File: config.mk
export PLATFORM = sky130hd
export DESIGN_NAME = stopwatch_cmd_gen_flat
export DESIGN_NICKNAME = d
export VERILOG_FILES = /design/src/rtl/stopwatch_pkg.sv /design/src/rtl/stopwatch_cmd_gen_if.sv /design/src/rtl/btn_debounce.sv /design/src/rtl/stopwatch_cmd_gen.sv /design/src/flat_wrapper.sv
export SDC_FILE = /design/constraint.sdc
export NUM_CORES = 1
export LEC_CHECK = 0
export CAP_MARGIN = 20
export CORE_ASPECT_RATIO = 1.4
export CORE_MARGIN = 3
export CORE_UTILIZATION = 50
export CTS_BUF_LIST = sky130_fd_sc_hd__clkbuf_16
export DETAILED_ROUTE_END_ITERATION = 12
export PLACE_DENSITY_LB_ADDON = 0.25
export SETUP_SLACK_MARGIN = 0.5
export SLEW_MARGIN = 30
export SYNTH_ARGS = -nofsm -noshare
export SYNTH_HDL_FRONTEND = slang
export SYNTH_SLANG_ARGS = --single-unit
File: constraint.sdc
create_clock -name clk -period 2 [get_ports clk]
set_input_delay 0.4 -clock clk [delete_from_list [all_inputs] [get_ports clk]]
set_output_delay 0.4 -clock clk [all_outputs]
set_load 0.005 [all_outputs]
File: src/rtl/stopwatch_pkg.sv
// Status encodings shared by the stopwatch control FSM and its command generator.
package stopwatch_pkg;

  typedef logic [1:0] status_t;

  localparam status_t ST_IDLE    = 2'b00;
  localparam status_t ST_RUNNING = 2'b01;
  localparam status_t ST_PAUSED  = 2'b10;

endpackage

File: src/rtl/stopwatch_cmd_gen_if.sv
// Button/status inputs and command pulse outputs between the front-end and the stopwatch FSM side.
interface stopwatch_cmd_gen_if;
  import stopwatch_pkg::*;

  logic    btn_ss_raw;
  logic    btn_rst_raw;
  status_t status;
  logic    start;
  logic    stop;
  logic    reset;

  modport master (
    output btn_ss_raw, btn_rst_raw, status,
    input  start, stop, reset
  );

  modport slave (
    input  btn_ss_raw, btn_rst_raw, status,
    output start, stop, reset
  );
endinterface

File: src/rtl/btn_debounce.sv
// One button path: 2-flop synchroniser, saturating-free debounce counter, rising-edge detect.
// Debounced level rises DEBOUNCE_CYCLES+1 edges after the first stable-high sample; press is 1 cycle.
module btn_debounce #(
  parameter int DEBOUNCE_CYCLES = 500000
) (
  input  logic clk,
  input  logic rst,
  input  logic raw,
  output logic level,
  output logic press
);

  localparam int              CW    = $clog2(DEBOUNCE_CYCLES + 1);
  localparam logic [CW-1:0]   LIMIT = CW'(DEBOUNCE_CYCLES - 1);

  logic          r_sync1;
  logic          r_sync2;
  logic          r_level;
  logic          r_level_d;
  logic [CW-1:0] r_cnt;

  // The flip happens on the edge where the count would reach DEBOUNCE_CYCLES, so it never wraps.
  always_ff @(posedge clk or posedge rst) begin
    if (rst) begin
      r_sync1   <= 1'b0;
      r_sync2   <= 1'b0;
      r_level   <= 1'b0;
      r_level_d <= 1'b0;
      r_cnt     <= '0;
    end else begin
      r_sync1   <= raw;
      r_sync2   <= r_sync1;
      r_level_d <= r_level;
      if (r_sync2 == r_level) begin
        r_cnt <= '0;
      end else if (r_cnt == LIMIT) begin
        r_level <= ~r_level;
        r_cnt   <= '0;
      end else begin
        r_cnt <= r_cnt + 1'b1;
      end
    end
  end

  assign level = r_level;
  assign press = r_level & ~r_level_d;

endmodule

File: src/rtl/stopwatch_cmd_gen.sv
// Turns debounced start/stop and reset buttons into one-cycle start/stop/reset commands, reset wins.
// Outputs registered; optional long-press reset enabled by macro STOPWATCH_CMD_LONGPRESS_EN.
module stopwatch_cmd_gen
  import stopwatch_pkg::*;
#(
  parameter int DEBOUNCE_CYCLES = 500000,
  parameter int LONG_CYCLES     = 100000000
) (
  input logic                clk,
  input logic                rst,
  stopwatch_cmd_gen_if.slave cmd
);

  logic w_ss_level;
  logic w_ss_press;
  logic w_rst_press;
  logic w_rst_level_unused;
  logic w_long_evt;
  logic w_reset_cmd;
  logic w_start_cmd;
  logic w_stop_cmd;
  logic r_start;
  logic r_stop;
  logic r_reset;

  btn_debounce #(.DEBOUNCE_CYCLES(DEBOUNCE_CYCLES)) u_ss_btn (
    .clk   (clk),
    .rst   (rst),
    .raw   (cmd.btn_ss_raw),
    .level (w_ss_level),
    .press (w_ss_press)
  );

  btn_debounce #(.DEBOUNCE_CYCLES(DEBOUNCE_CYCLES)) u_rst_btn (
    .clk   (clk),
    .rst   (rst),
    .raw   (cmd.btn_rst_raw),
    .level (w_rst_level_unused),
    .press (w_rst_press)
  );

`ifdef STOPWATCH_CMD_LONGPRESS_EN
  localparam int            LW       = $clog2(LONG_CYCLES + 1);
  localparam logic [LW-1:0] HOLD_MAX = LW'(LONG_CYCLES);
  localparam logic [LW-1:0] HOLD_HIT = LW'(LONG_CYCLES - 1);

  logic [LW-1:0] r_hold_cnt;

  // Saturates at LONG_CYCLES so the long-press reset fires once per hold.
  always_ff @(posedge clk or posedge rst) begin
    if (rst) begin
      r_hold_cnt <= '0;
    end else if (!w_ss_level) begin
      r_hold_cnt <= '0;
    end else if (r_hold_cnt != HOLD_MAX) begin
      r_hold_cnt <= r_hold_cnt + 1'b1;
    end
  end

  assign w_long_evt = w_ss_level && (r_hold_cnt == HOLD_HIT);
`else
  logic w_cfg_unused;

  assign w_long_evt   = 1'b0;
  assign w_cfg_unused = ^{w_ss_level, (LONG_CYCLES > 0)};
`endif

  assign w_reset_cmd = w_rst_press | w_long_evt;

  // A coincident reset drops the start/stop event outright.
  always_comb begin
    w_start_cmd = 1'b0;
    w_stop_cmd  = 1'b0;
    if (w_ss_press && !w_reset_cmd) begin
      case (cmd.status)
        ST_IDLE, ST_PAUSED: w_start_cmd = 1'b1;
        ST_RUNNING:         w_stop_cmd  = 1'b1;
        default:            ;
      endcase
    end
  end

  always_ff @(posedge clk or posedge rst) begin
    if (rst) begin
      r_start <= 1'b0;
      r_stop  <= 1'b0;
      r_reset <= 1'b0;
    end else begin
      r_start <= w_start_cmd;
      r_stop  <= w_stop_cmd;
      r_reset <= w_reset_cmd;
    end
  end

  assign cmd.start = r_start;
  assign cmd.stop  = r_stop;
  assign cmd.reset = r_reset;

endmodule

File: src/flat_wrapper.sv
// flat-port wrapper written by rule: the top's interface ports become plain ports
module stopwatch_cmd_gen_flat import stopwatch_pkg::*;
#(
  parameter int DEBOUNCE_CYCLES = 500000,
  parameter int LONG_CYCLES     = 100000000
)
  (clk, rst, cmd_btn_ss_raw, cmd_btn_rst_raw, cmd_status, cmd_start, cmd_stop, cmd_reset);
  stopwatch_cmd_gen_if cmd_i ();
  input logic clk;
  input logic rst;
  input wire logic [$bits(cmd_i.btn_ss_raw)-1:0] cmd_btn_ss_raw;
  input wire logic [$bits(cmd_i.btn_rst_raw)-1:0] cmd_btn_rst_raw;
  input wire logic [$bits(cmd_i.status)-1:0] cmd_status;
  output wire logic [$bits(cmd_i.start)-1:0] cmd_start;
  output wire logic [$bits(cmd_i.stop)-1:0] cmd_stop;
  output wire logic [$bits(cmd_i.reset)-1:0] cmd_reset;
  assign cmd_i.btn_ss_raw = cmd_btn_ss_raw;
  assign cmd_i.btn_rst_raw = cmd_btn_rst_raw;
  assign cmd_i.status = cmd_status;
  assign cmd_start = cmd_i.start;
  assign cmd_stop = cmd_i.stop;
  assign cmd_reset = cmd_i.reset;
  stopwatch_cmd_gen #(.DEBOUNCE_CYCLES(DEBOUNCE_CYCLES), .LONG_CYCLES(LONG_CYCLES)) u_core (.clk(clk), .rst(rst), .cmd(cmd_i));
endmodule
==> out/qor.csv <==
stage,metric,value,unit
run_status,status,finished clean,
drt,Initial DRC Count,81,
min_path,worst hold path type,register to register,
die,Core ar.,4309,um^2
sta,clock skew,5.548,ps
synth,Synth area leader,dfrtp_1,
synth,Synth cell types,35,
clock_network,"Reg clk slew, reported paths",70,ps
die,Die Ht,85.54,um
synth,Cells after Synth,211,
power_and_ir_drop,leak pwr,1.307,nW
global_route,largest net degree at the start of global routing,21,
clock_network,clock sinks,49,
sta,Final Hold Viols,0,
setup_path,WP data required,2220,ps
job,max_cap viols,0,
clock_network,clk buf depth,2,
global_route,vias in the first global route,1831,
place,Placed Instance Area,2505,um^2
power_and_ir_drop,total power,2.216,mW
drt,via-per-instance ratio,5.451,
setup_path,slowest cell on the critical path,or4_1,
synth,synthesized area,2260,um^2
final_layout,fin area,3094,um^2
clock_network,CTS Hold Bufs,0,
synth,top-area cell type share of the netlist area,54.26,%
place,gp weighted congestion,0.8737,
clock_network,TritonCTS buffer count,5,
power_and_ir_drop,Max IR drop VDD,785.7,uV
setup_path,critical-path cell list,nand3_1 > or4_1 > or3_1 > a21oi_2,
final_layout,fin cells,317,
setup_path,WP buf/inv,0,
place,Cells after DPL,282,
power_and_ir_drop,pwr dens,716.1,nW/um^2
final_layout,"most common cell after layout, fill and taps aside",dfrtp_1,
clock_network,Root Buffer,clkbuf_16,
die,# IOs,9,
die,Die Area,5373,um^2
final_layout,Post-layout nets,264,
synth,number of enable flip-flop cells after synthesis,0,
sta,Slew @ Worst Pin,445.7,ps
place,Port Buffer Count,8,
global_route,global-route wire length before repair,8.321,mm
setup_path,WP data arrival,1910,ps
final_layout,layout cells sized above 1,36.19,%
sta,Tcrit/Tclk final,84.61,%
synth,Mapped Nets,219,
global_route,GRT overflow,0,
setup_path,CP Capture Type,register,
synth,Main synth FF type,dfrtp_1,
setup_path,critical path peak fanout,4,
die,Site Rows,28,
synth,Synth Warn #,0,
setup_path,Crit path max-delay family,simple AND/OR/NAND/NOR gates,
global_route,initial antenna violation count,0,
sta,post-layout minimum cycle time,1692,ps
final_layout,Area growth syn-to-layout,36.93,%
synth,Yosys reg bits,49,
clock_network,worst skew pair latency,290,ps
synth,top post-synthesis cells by area,"dfrtp_1 (54%), xor2_1 (6.6%), nor2_1 (5.1%)",
final_layout,most frequent cells in the layout,"dfrtp_1 (41), buf_4 (29), nor2_1 (19), xor2_1 (16), nand4_1 (13)",
setup_path,WS Path Type,register to register,
sta,FMAX,590.9,MHz
sta,Final Setup Violations,0,
sta,max-slew violation count,0,
drt,DR pass1 iterations,4,
setup_path,Worst setup SP type,register,
clock_network,htree depth,2,
synth,syn avg cell area,10.71,um^2
drt,ANT nets after route,0,
synth,Async SR Flop Fraction,100.0,%
clock_network,CTS tree,done,
setup_path,CP peak stage delay,570,ps
drt,WL per Instance,15.46,um
place,Final HPWL DP,2.922,mm
final_layout,ant diodes,0,
synth,share of the yosys chip area belonging to registers,54.26,%
global_route,GRT Util Overall,20.06,%
die,initial core utilization,52.44,%
drt,DR vias,1728,
drt,total routed wirelength,4.902,mm
sta,Setup TNS Final,0,ps
die,chip width,62.82,um
sta,unrepaired setup endpoints after global routing,true,
drt,DRC viols,0,
sta,Rel. slew slack,70.22,%
==> report_power, final <==
part,leakage (nW),internal (mW),total (mW),switching [mW]
registers,0.657,1.00,1.02,0.0146
clock network,0.0944,0.720,1.08,0.364
logic,0.555,0.0519,0.112,0.0606
==> routing by layer <==
metal | up-vias | track usage [%] | wire length [um]
met3 | 9 | 3.145 | 108
met5 | - | 0 | 0
met1 | 857 | 21.22 | 1854
met4 | 0 | 12.45 | 138
li1 | 838 | - | -
met2 | 24 | 36.99 | 2801
==> worst reg2reg max path: cells and delay by family, from the launching register on <==
family	cells	cell delay (ps)
AO/OA/AOI/OAI	1	150
flip-flops	1	400
AND/OR/NAND/NOR	3	1070
==> cells in the mapped netlist, types with 2 or more instances <==
cell type	number
mux2_2	2
xor2_1	17
nor3_1	3
nor4_1	4
nor4bb_1	2
xnor2_1	10
nand4_1	13
nand2_1	10
and3_1	4
o31ai_1	3
ha_1	2
dfrtp_1	49
and2_1	2
or4_1	4
o21ai_0	5
nand3_1	11
buf_2	3
a21oi_1	8
or3_1	5
and4_1	4
inv_1	6
nor2_1	31
==> sequential cells by signal, indices dropped and copies added, names as in the netlist <==
| signal | cells |
|---|---|
| u_core.u_rst_btn.r_sync2 | 1 |
| u_core.cmd.reset | 1 |
| u_core.u_ss_btn.r_sync1 | 1 |
| u_core.u_ss_btn.r_level_d | 1 |
| u_core.u_ss_btn.r_cnt | 19 |
| u_core.u_rst_btn.r_sync1 | 1 |
| u_core.u_rst_btn.level | 1 |
| u_core.u_rst_btn.r_cnt | 19 |
| u_core.cmd.stop | 1 |
| u_core.u_ss_btn.r_sync2 | 1 |
| u_core.u_ss_btn.level | 1 |
| u_core.u_rst_btn.r_level_d | 1 |
| u_core.cmd.start | 1 |
==> cells by family (layout without fill, tap and decap cells) <==
logic type | count (synthesis) | count (layout) | synth area share [%]
fa+ha+maj | 2 | 2 | 1.107
xor+xnor | 27 | 27 | 10.46
simple gates | 101 | 101 | 25.03
mux | 2 | 2 | 0.9966
buf+inv | 10 | 56 | 2.159
flops | 49 | 49 | 54.26
compound gates | 20 | 20 | 5.980
==> through the flow <==
step | util (%) | setup WS (ps) | hold slack, ps
3_5_place_dp | 58.13 | 185.8 | 337.0
4_1_cts | 69.43 | 330.1 | 351.9
2_1_floorplan | - | 272.0 | 331.2
6_report | 71.81 | 307.8 | 349.2
5_1_grt | 71.81 | 222.3 | 378.3
3_3_place_gp | 58.13 | 242.7 | 334.2
==> worst paths after layout <==
kind | from | to | slack, ps | cells past startpoint
worst max-delay path | u_core.u_ss_btn.r_cnt[13]$_DFF_PP0_ | u_core.u_ss_btn.r_cnt[18]$_DFF_PP0_ | 310 | 4
worst min-delay path | u_core.u_ss_btn.r_sync1$_DFF_PP0_ | u_core.u_ss_btn.r_sync2$_DFF_PP0_ | 350 | 0
worst max register to register | u_core.u_ss_btn.r_cnt[13]$_DFF_PP0_ | u_core.u_ss_btn.r_cnt[18]$_DFF_PP0_ | 310 | 4
worst min register to register | u_core.u_ss_btn.r_sync1$_DFF_PP0_ | u_core.u_ss_btn.r_sync2$_DFF_PP0_ | 350 | 0
max in group asynchronous | rst | u_core.u_rst_btn.r_cnt[15]$_DFF_PP0_ | 1040 | 3
min in group asynchronous | rst | u_core.u_ss_btn.r_cnt[0]$_DFF_PP0_ | 480 | 2
==> area by class of cell <==
class	instances	area (um^2)
multi-input combinational	152	1191
sequential	49	1236
clock buffer	5	125.1
tap	60	75.07
inverter	6	26.28
fill	302	1215
clock inverter	3	68.82
timing repair buffer	42	371.6
==> what timing repair did <==
item	CTS	global route
pin swaps	22	11
setup buffers	25	2
cloned	0	0
endpoints found under the setup margin	41	38
resized for setup	31	24
Note: power is estimated with default switching activity, not from simulation.
